[src/rtl/loader_pkg.sv]
// Shared types and constants for the streaming program loader.
// Imported by the loader top level and by its byte-to-word packer.
package loader_pkg;

    // Top-level load sequencing.
    typedef enum logic [2:0] {
        S_IDLE,
        S_HDR,
        S_BYTE,
        S_WRITE,
        S_CHK,
        S_DONE,
        S_ERR
    } loader_state_t;

    localparam int BYTE_W         = 8;
    localparam int BYTES_PER_WORD = 4;
    localparam int WORD_W         = BYTE_W * BYTES_PER_WORD;
    localparam int IDX_W          = $clog2(BYTES_PER_WORD);

    // The header is one byte, so 256 words is the largest count and
    // ADDR_W+1 = 9 bits always holds it for the 256-deep memory.
    localparam int CNT_W = BYTE_W + 1;

    // Header byte 0 encodes a full 256-word load.
    function automatic logic [CNT_W-1:0] hdr_to_count(input logic [BYTE_W-1:0] hdr);
        return (hdr == '0) ? CNT_W'(256) : CNT_W'(hdr);
    endfunction

endpackage

[src/rtl/loader_word_packer.sv]
// Assembles bytes MSB-first into 32-bit words and keeps a running XOR
// checksum of every payload byte shifted in.
module loader_word_packer
    import loader_pkg::*;
(
    input  logic              clk,
    input  logic              rst,
    input  logic              clear_i,
    input  logic              shift_i,
    input  logic [BYTE_W-1:0] byte_i,
    output logic [WORD_W-1:0] word_o,
    output logic              word_full_o,
    output logic [BYTE_W-1:0] chk_o
);

    logic [WORD_W-1:0] word_q, word_d;
    logic [IDX_W-1:0]  idx_q,  idx_d;
    logic [BYTE_W-1:0] chk_q,  chk_d;

    always_comb begin
        // NOTE: every always_comb target gets a default first; a path that
        // leaves one unassigned would infer a latch.
        word_d = word_q;
        idx_d  = idx_q;
        chk_d  = chk_q;
        if (clear_i) begin
            idx_d = '0;
            chk_d = '0;
        end else if (shift_i) begin
            word_d = {word_q[WORD_W-BYTE_W-1:0], byte_i};
            idx_d  = idx_q + IDX_W'(1);
            chk_d  = chk_q ^ byte_i;
        end
    end

    // Pulses on the handshake that completes a word; the index wraps to 0.
    assign word_full_o = shift_i && (idx_q == IDX_W'(BYTES_PER_WORD - 1));
    assign word_o      = word_q;
    assign chk_o       = chk_q;

    // NOTE: sequential state uses non-blocking assignments only, so every
    // register samples pre-edge values regardless of statement order; the
    // reset here is synchronous, tested inside the clocked block.
    always_ff @(posedge clk) begin
        if (rst) begin
            word_q <= '0;
            idx_q  <= '0;
            chk_q  <= '0;
        end else begin
            word_q <= word_d;
            idx_q  <= idx_d;
            chk_q  <= chk_d;
        end
    end

endmodule

[src/rtl/prog_loader.sv]
// Streaming program loader: header byte N, N words MSB-first, XOR checksum.
// Writes words to consecutive instr_mem addresses and holds the CPU meanwhile.
module prog_loader
    import loader_pkg::*;
#(
    parameter int ADDR_W     = 8,
    parameter int DATA_W     = 32,
    parameter int START_ADDR = 0
) (
    input  logic              clk,
    input  logic              rst,
    input  logic              start,
    input  logic [7:0]        s_data,
    input  logic              s_valid,
    output logic              s_ready,
    output logic              mem_wr_en,
    output logic [ADDR_W-1:0] mem_addr,
    output logic [DATA_W-1:0] mem_data,
    output logic              cpu_hold,
    output logic              done,
    output logic              err
);

    loader_state_t     state_q, state_d;
    logic [CNT_W-1:0]  cnt_q, cnt_d;
    logic [ADDR_W-1:0] addr_q, addr_d;
    logic              done_q, done_d;
    logic              err_q, err_d;
    logic              hold_q, hold_d;
    logic              s_ready_q, s_ready_d;
    logic              wr_en_q, wr_en_d;

    logic              xfer;
    logic              pk_clear;
    logic              pk_shift;
    logic              pk_word_full;
    logic [WORD_W-1:0] pk_word;
    logic [BYTE_W-1:0] pk_chk;

    assign xfer = s_valid && s_ready_q;

    loader_word_packer u_packer (
        .clk         (clk),
        .rst         (rst),
        .clear_i     (pk_clear),
        .shift_i     (pk_shift),
        .byte_i      (s_data),
        .word_o      (pk_word),
        .word_full_o (pk_word_full),
        .chk_o       (pk_chk)
    );

    always_comb begin
        state_d  = state_q;
        cnt_d    = cnt_q;
        addr_d   = addr_q;
        done_d   = done_q;
        err_d    = err_q;
        hold_d   = hold_q;
        pk_clear = 1'b0;
        pk_shift = 1'b0;

        case (state_q)
            S_IDLE, S_DONE, S_ERR: begin
                if (start) begin
                    state_d  = S_HDR;
                    cnt_d    = '0;
                    addr_d   = ADDR_W'(START_ADDR);
                    done_d   = 1'b0;
                    err_d    = 1'b0;
                    hold_d   = 1'b1;
                    pk_clear = 1'b1;
                end
            end
            S_HDR: begin
                if (xfer) begin
                    cnt_d   = hdr_to_count(s_data);
                    state_d = S_BYTE;
                end
            end
            S_BYTE: begin
                if (xfer) begin
                    pk_shift = 1'b1;
                    if (pk_word_full) state_d = S_WRITE;
                end
            end
            S_WRITE: begin
                // Address wraps mod 2^ADDR_W; loads past the top are legal.
                addr_d  = addr_q + ADDR_W'(1);
                cnt_d   = cnt_q - CNT_W'(1);
                state_d = (cnt_q == CNT_W'(1)) ? S_CHK : S_BYTE;
            end
            S_CHK: begin
                if (xfer) begin
                    if (s_data == pk_chk) begin
                        state_d = S_DONE;
                        done_d  = 1'b1;
                        hold_d  = 1'b0;
                    end else begin
                        state_d = S_ERR;
                        err_d   = 1'b1;
                    end
                end
            end
            default: state_d = S_IDLE;
        endcase

        // Strobes decode the next state so they come straight from flops.
        s_ready_d = (state_d == S_HDR) || (state_d == S_BYTE) || (state_d == S_CHK);
        wr_en_d   = (state_d == S_WRITE);
    end

    always_ff @(posedge clk) begin
        if (rst) begin
            state_q   <= S_IDLE;
            cnt_q     <= '0;
            addr_q    <= ADDR_W'(START_ADDR);
            done_q    <= 1'b0;
            err_q     <= 1'b0;
            hold_q    <= 1'b0;
            s_ready_q <= 1'b0;
            wr_en_q   <= 1'b0;
        end else begin
            state_q   <= state_d;
            cnt_q     <= cnt_d;
            addr_q    <= addr_d;
            done_q    <= done_d;
            err_q     <= err_d;
            hold_q    <= hold_d;
            s_ready_q <= s_ready_d;
            wr_en_q   <= wr_en_d;
        end
    end

    assign s_ready   = s_ready_q;
    assign mem_wr_en = wr_en_q;
    assign mem_addr  = addr_q;
    assign mem_data  = DATA_W'(pk_word);
    assign cpu_hold  = hold_q;
    assign done      = done_q;
    assign err       = err_q;

endmodule
[config.mk]
export PLATFORM = sky130hd
export DESIGN_NAME = prog_loader
export DESIGN_NICKNAME = d
export VERILOG_FILES = /design/src/rtl/loader_pkg.sv /design/src/rtl/loader_word_packer.sv /design/src/rtl/prog_loader.sv
export SDC_FILE = /design/constraint.sdc
export NUM_CORES = 1
export LEC_CHECK = 0
export ABC_AREA = 1
export BUFFER_PORTS_ARGS = -buffer_cell sky130_fd_sc_hd__buf_2
export CELL_PAD_IN_SITES_DETAIL_PLACEMENT = 1
export CELL_PAD_IN_SITES_GLOBAL_PLACEMENT = 2
export CORE_AREA = 10 10 86 163
export CTS_CLUSTER_DIAMETER = 80
export DETAILED_ROUTE_END_ITERATION = 10
export DIE_AREA = 0 0 96 173
export PLACE_DENSITY = 0.83
export SKIP_CTS_REPAIR_TIMING = 1
export SYNTH_ARGS = -nofsm -noshare
export SYNTH_HDL_FRONTEND = slang
export SYNTH_HIERARCHICAL = 1
export SYNTH_SLANG_ARGS = --single-unit
export TNS_END_PERCENT = 5
[constraint.sdc]
create_clock -name clk -period 1.9 [get_ports clk]
set_input_delay 0.285 -clock clk [delete_from_list [all_inputs] [get_ports clk]]
set_output_delay 0.285 -clock clk [all_outputs]
set_load 0.005 [all_outputs]
==> results.md <==
- Ys Warns: 6
- WP data required: 2.10 ns
- Worst Max-Slew Pin Slew: 0.498 ns
- Slew Limit Fails: 0
- Synth Instances: 507
- H-tree levels: 3
- Global route overflow: 0
- Via density: approximately 4.7
- Synth unique cells: 32
- Fillers: about 1,500
- Syn Area/Cell: 6.63 um2
- Rel. slew slack: about two thirds
- Complex-gate fraction of the synthesized area: approximately a tenth
- CTS Buffer Depth: 2
- Worst Skew: roughly 0.0045 ns
- Fraction of the yosys area taken by sequential cells: between 30% and 40%
- Post-route ant nets: 0
- Num CTS Buffers: 9
- EDFF count, synth: 0
- Setup violations, final: 0
- Reg area: approximately 0.0013 mm2
- Hold Path Class: in2reg
- Initial antenna violation count: 0
- Hold WS: a little under 0.3 ns
- Design Power: about 0.004 W
- Largest family of logic cells by synthesized area: simple AND/OR/NAND/NOR gates
- Minimum clock period: ~1.7 ns
- Slowest stage cell, crit path: nor2_1
- Largest net degree at the start of global routing: 40
- Via count: about 3,300
- Crit-path cells: inv_2 -> nand2_2 -> nand3_2 -> nand2_2 -> nor2_1 -> inv_1 -> nand2_1 -> inv_1 -> nand2_1 -> a21oi_1
- Ys async rst share: 0%
- Die area: about 0.017 mm2
- Worst setup SP type: flop
- Post-synthesis xor/xnor area fraction: 2.35%
- Outcome: finished, final reports clean
- Maximum clock rate: 0.578 GHz
- TritonCTS clock tree: built
- Area delta synth->final: 23.6%
- Clk sink count: 67
- Final core occ: around 37%
- Max_cap viols: 0
- # rows: 55
- RSZ-0062 raised after global routing: no
- Drt total wl: 10.2 mm
- Tot GR Track Use: around an eighth
- Final worst-path cycle share: 91.0%
- Placeable Area: approximately 0.011 mm2
- Final HPWL DP: between 7 and 8 mm
- GPL Wtd Cong: between 0.8 and 0.9
- Clk slew on worst S/H paths: 0.06 ns
- Non-filler cells, final: just over 700
- Multi-input gate area: 0.00159 mm2
- Crit Path Max Fanout: 5
- ANT cells: 0
- First-pass GRT wire length: ~17 mm
- Worst Path Buf+Inv: 3
- Placed Cells: 698
- Clk_lat worst skew: between 0.3 and 0.4 ns
- CTS root buf: clkbuf_16
- Post-Synthesis Cell Area: 0.00336 mm2
- Mux cell area share after synthesis: 0%
- First drt pass iteration count: 4
- Post-Synth Adder-Cell Area: under 10%
- Die height: approximately 170 um
- Simple-Gate Fraction of Synth Area: between 30% and 40%
- Worst Path Class, Setup: reg2reg
- Hold Vio Cnt, Final: 0
- Pleak: around 1.9 nW
- Fraction of layout cells with a size suffix above 1: 18.0%
- Crit path largest cell delay: approximately 0.4 ns
- Largest delay share family, worst path: simple AND/OR/NAND/NOR gates
- Initial core utilization: 29.8%
- Average wire per standard cell: 14.3 um
- Chip width: roughly 96 um
- Setup TNS: 0 ns
- #FFs+latches synth: 67
- Nets: between 500 and 600
- Arr. time, crit path: a little under 2 ns
- Top FF cell, synth: dfxtp_1
- Port bufs: 56
- Pwr per Cell Area: 949 mW/mm2
- Remaining DRCs: 0
- Vias in the first global route: 3,548
- Starting DRT DRC Count: 64
- Peak supply drop: 0.000465 V
- Crit end category: flop
- Syn nets: between 500 and 600
- I/O Pins: 57
layout by cell type, fill, tap and decap left out, types with 3 or more instances in the layout:
cell type | Yosys | routed
xor2_1 | 5 | 5
o21ai_1 | 5 | 5
inv_2 | 7 | 7
buf_4 | 2 | 10
nor3_1 | 6 | 6
nand4_1 | 4 | 4
bufinv_16 | 0 | 3
nand2_1 | 105 | 105
nor2_1 | 94 | 93
ha_1 | 4 | 4
o22ai_1 | 3 | 3
inv_1 | 71 | 71
nor2_2 | 3 | 3
o21ai_0 | 13 | 13
nand3_1 | 49 | 49
dfxtp_1 | 67 | 67
a21oi_1 | 28 | 28
a31oi_1 | 5 | 5
xnor2_1 | 4 | 4
buf_2 | 5 | 56
nand2_2 | 4 | 4
clkbuf_16 | 0 | 9
final cells by class:
| type | instances | area share [%] |
|---|---|---|
| multi-input cells | 342 | 38.3 |
| flip-flops and latches | 67 | 32.3 |
| repair buffers | 68 | 9.52 |
| inverters | 79 | 7.17 |
| clock buffers | 10 | 5.75 |
| well taps | 142 | 4.28 |
| clock inverters | 6 | 2.71 |
sequential cells by signal (all words and copies together), names as in the netlist:
register and flops:
mem_addr 8, s_ready 1, u_packer/idx_q 2, state_q 3
err 1, u_packer/chk_o 8, done 1, mem_wr_en 1
cnt_q 9, u_packer/word_o 32, cpu_hold 1
worst paths after layout:
path	start	end	slack (ns)	cells after the start
hold / removal	s_data[6]	cnt_q[6]	0.29	3
setup reg to reg	state_q[1]	mem_addr[1]	0.17	10
setup / recovery	state_q[1]	mem_addr[1]	0.17	10
hold reg to reg	done	done	0.45	2
synth_stat cells (5+ instances only):
master   count  share of area, %
inv_1       71               7.9
nor2_1      94                11
xor2_1       5               1.3
o21ai_0     13               1.9
nor3_1       6              0.89
inv_2        7              0.78
nand2_1    105                12
a31oi_1      5              0.93
buf_6        7               2.3
dfxtp_1     67                40
a21oi_1     28               4.2
o21ai_1      5              0.74
nand3_1     49               7.3
buf_2        5              0.74
worst reg2reg max path, cell delays in order, from the launching register on:
cell,delay (ns)
dfxtp_1,0.35
inv_2,0.10
nand2_2,0.09
nand3_2,0.10
nand2_2,0.07
nor2_1,0.40
inv_1,0.15
nand2_1,0.13
inv_1,0.09
nand2_1,0.07
a21oi_1,0.05
routing by layer:
layer / part of all wire (%) / vias to the layer above / track usage, %
met5: 0 / - / 0
met4: 3.2 / 0 / 7.05
met3: 5.0 / 17 / 3.04
met2: 54 / 56 / 23.2
met1: 38 / 1550 / 12.2
li1: - / 1699 / -
cell families (layout without fill, tap and decap cells):
| family | Yosys count | in the layout |
|---|---|---|
| and+or+nand+nor | 271 | 271 |
| buffers and inverters | 98 | 163 |
| DFF | 67 | 67 |
| AOI/OAI and AO/OA | 58 | 58 |
| xor gates and xnor gates | 9 | 9 |
| adders and majority gates | 4 | 4 |
where the power goes:
| group | total (W) | internal (W) | switching [W] |
|---|---|---|---|
| clock | 0.00195 | 0.00132 | 0.000632 |
| sequential | 0.00149 | 0.00145 | 0.0000361 |
| combinational | 0.000503 | 0.000174 | 0.000329 |
through the flow:
stage	area [um2]	setup WS (ns)
floorplan	3360	0.177
global placement	3800	0.175
detailed placement	3800	0.131
CTS	4150	0.126
global route	4150	0.00471
finish	4150	0.171
Power figures use the tool's default switching activity.
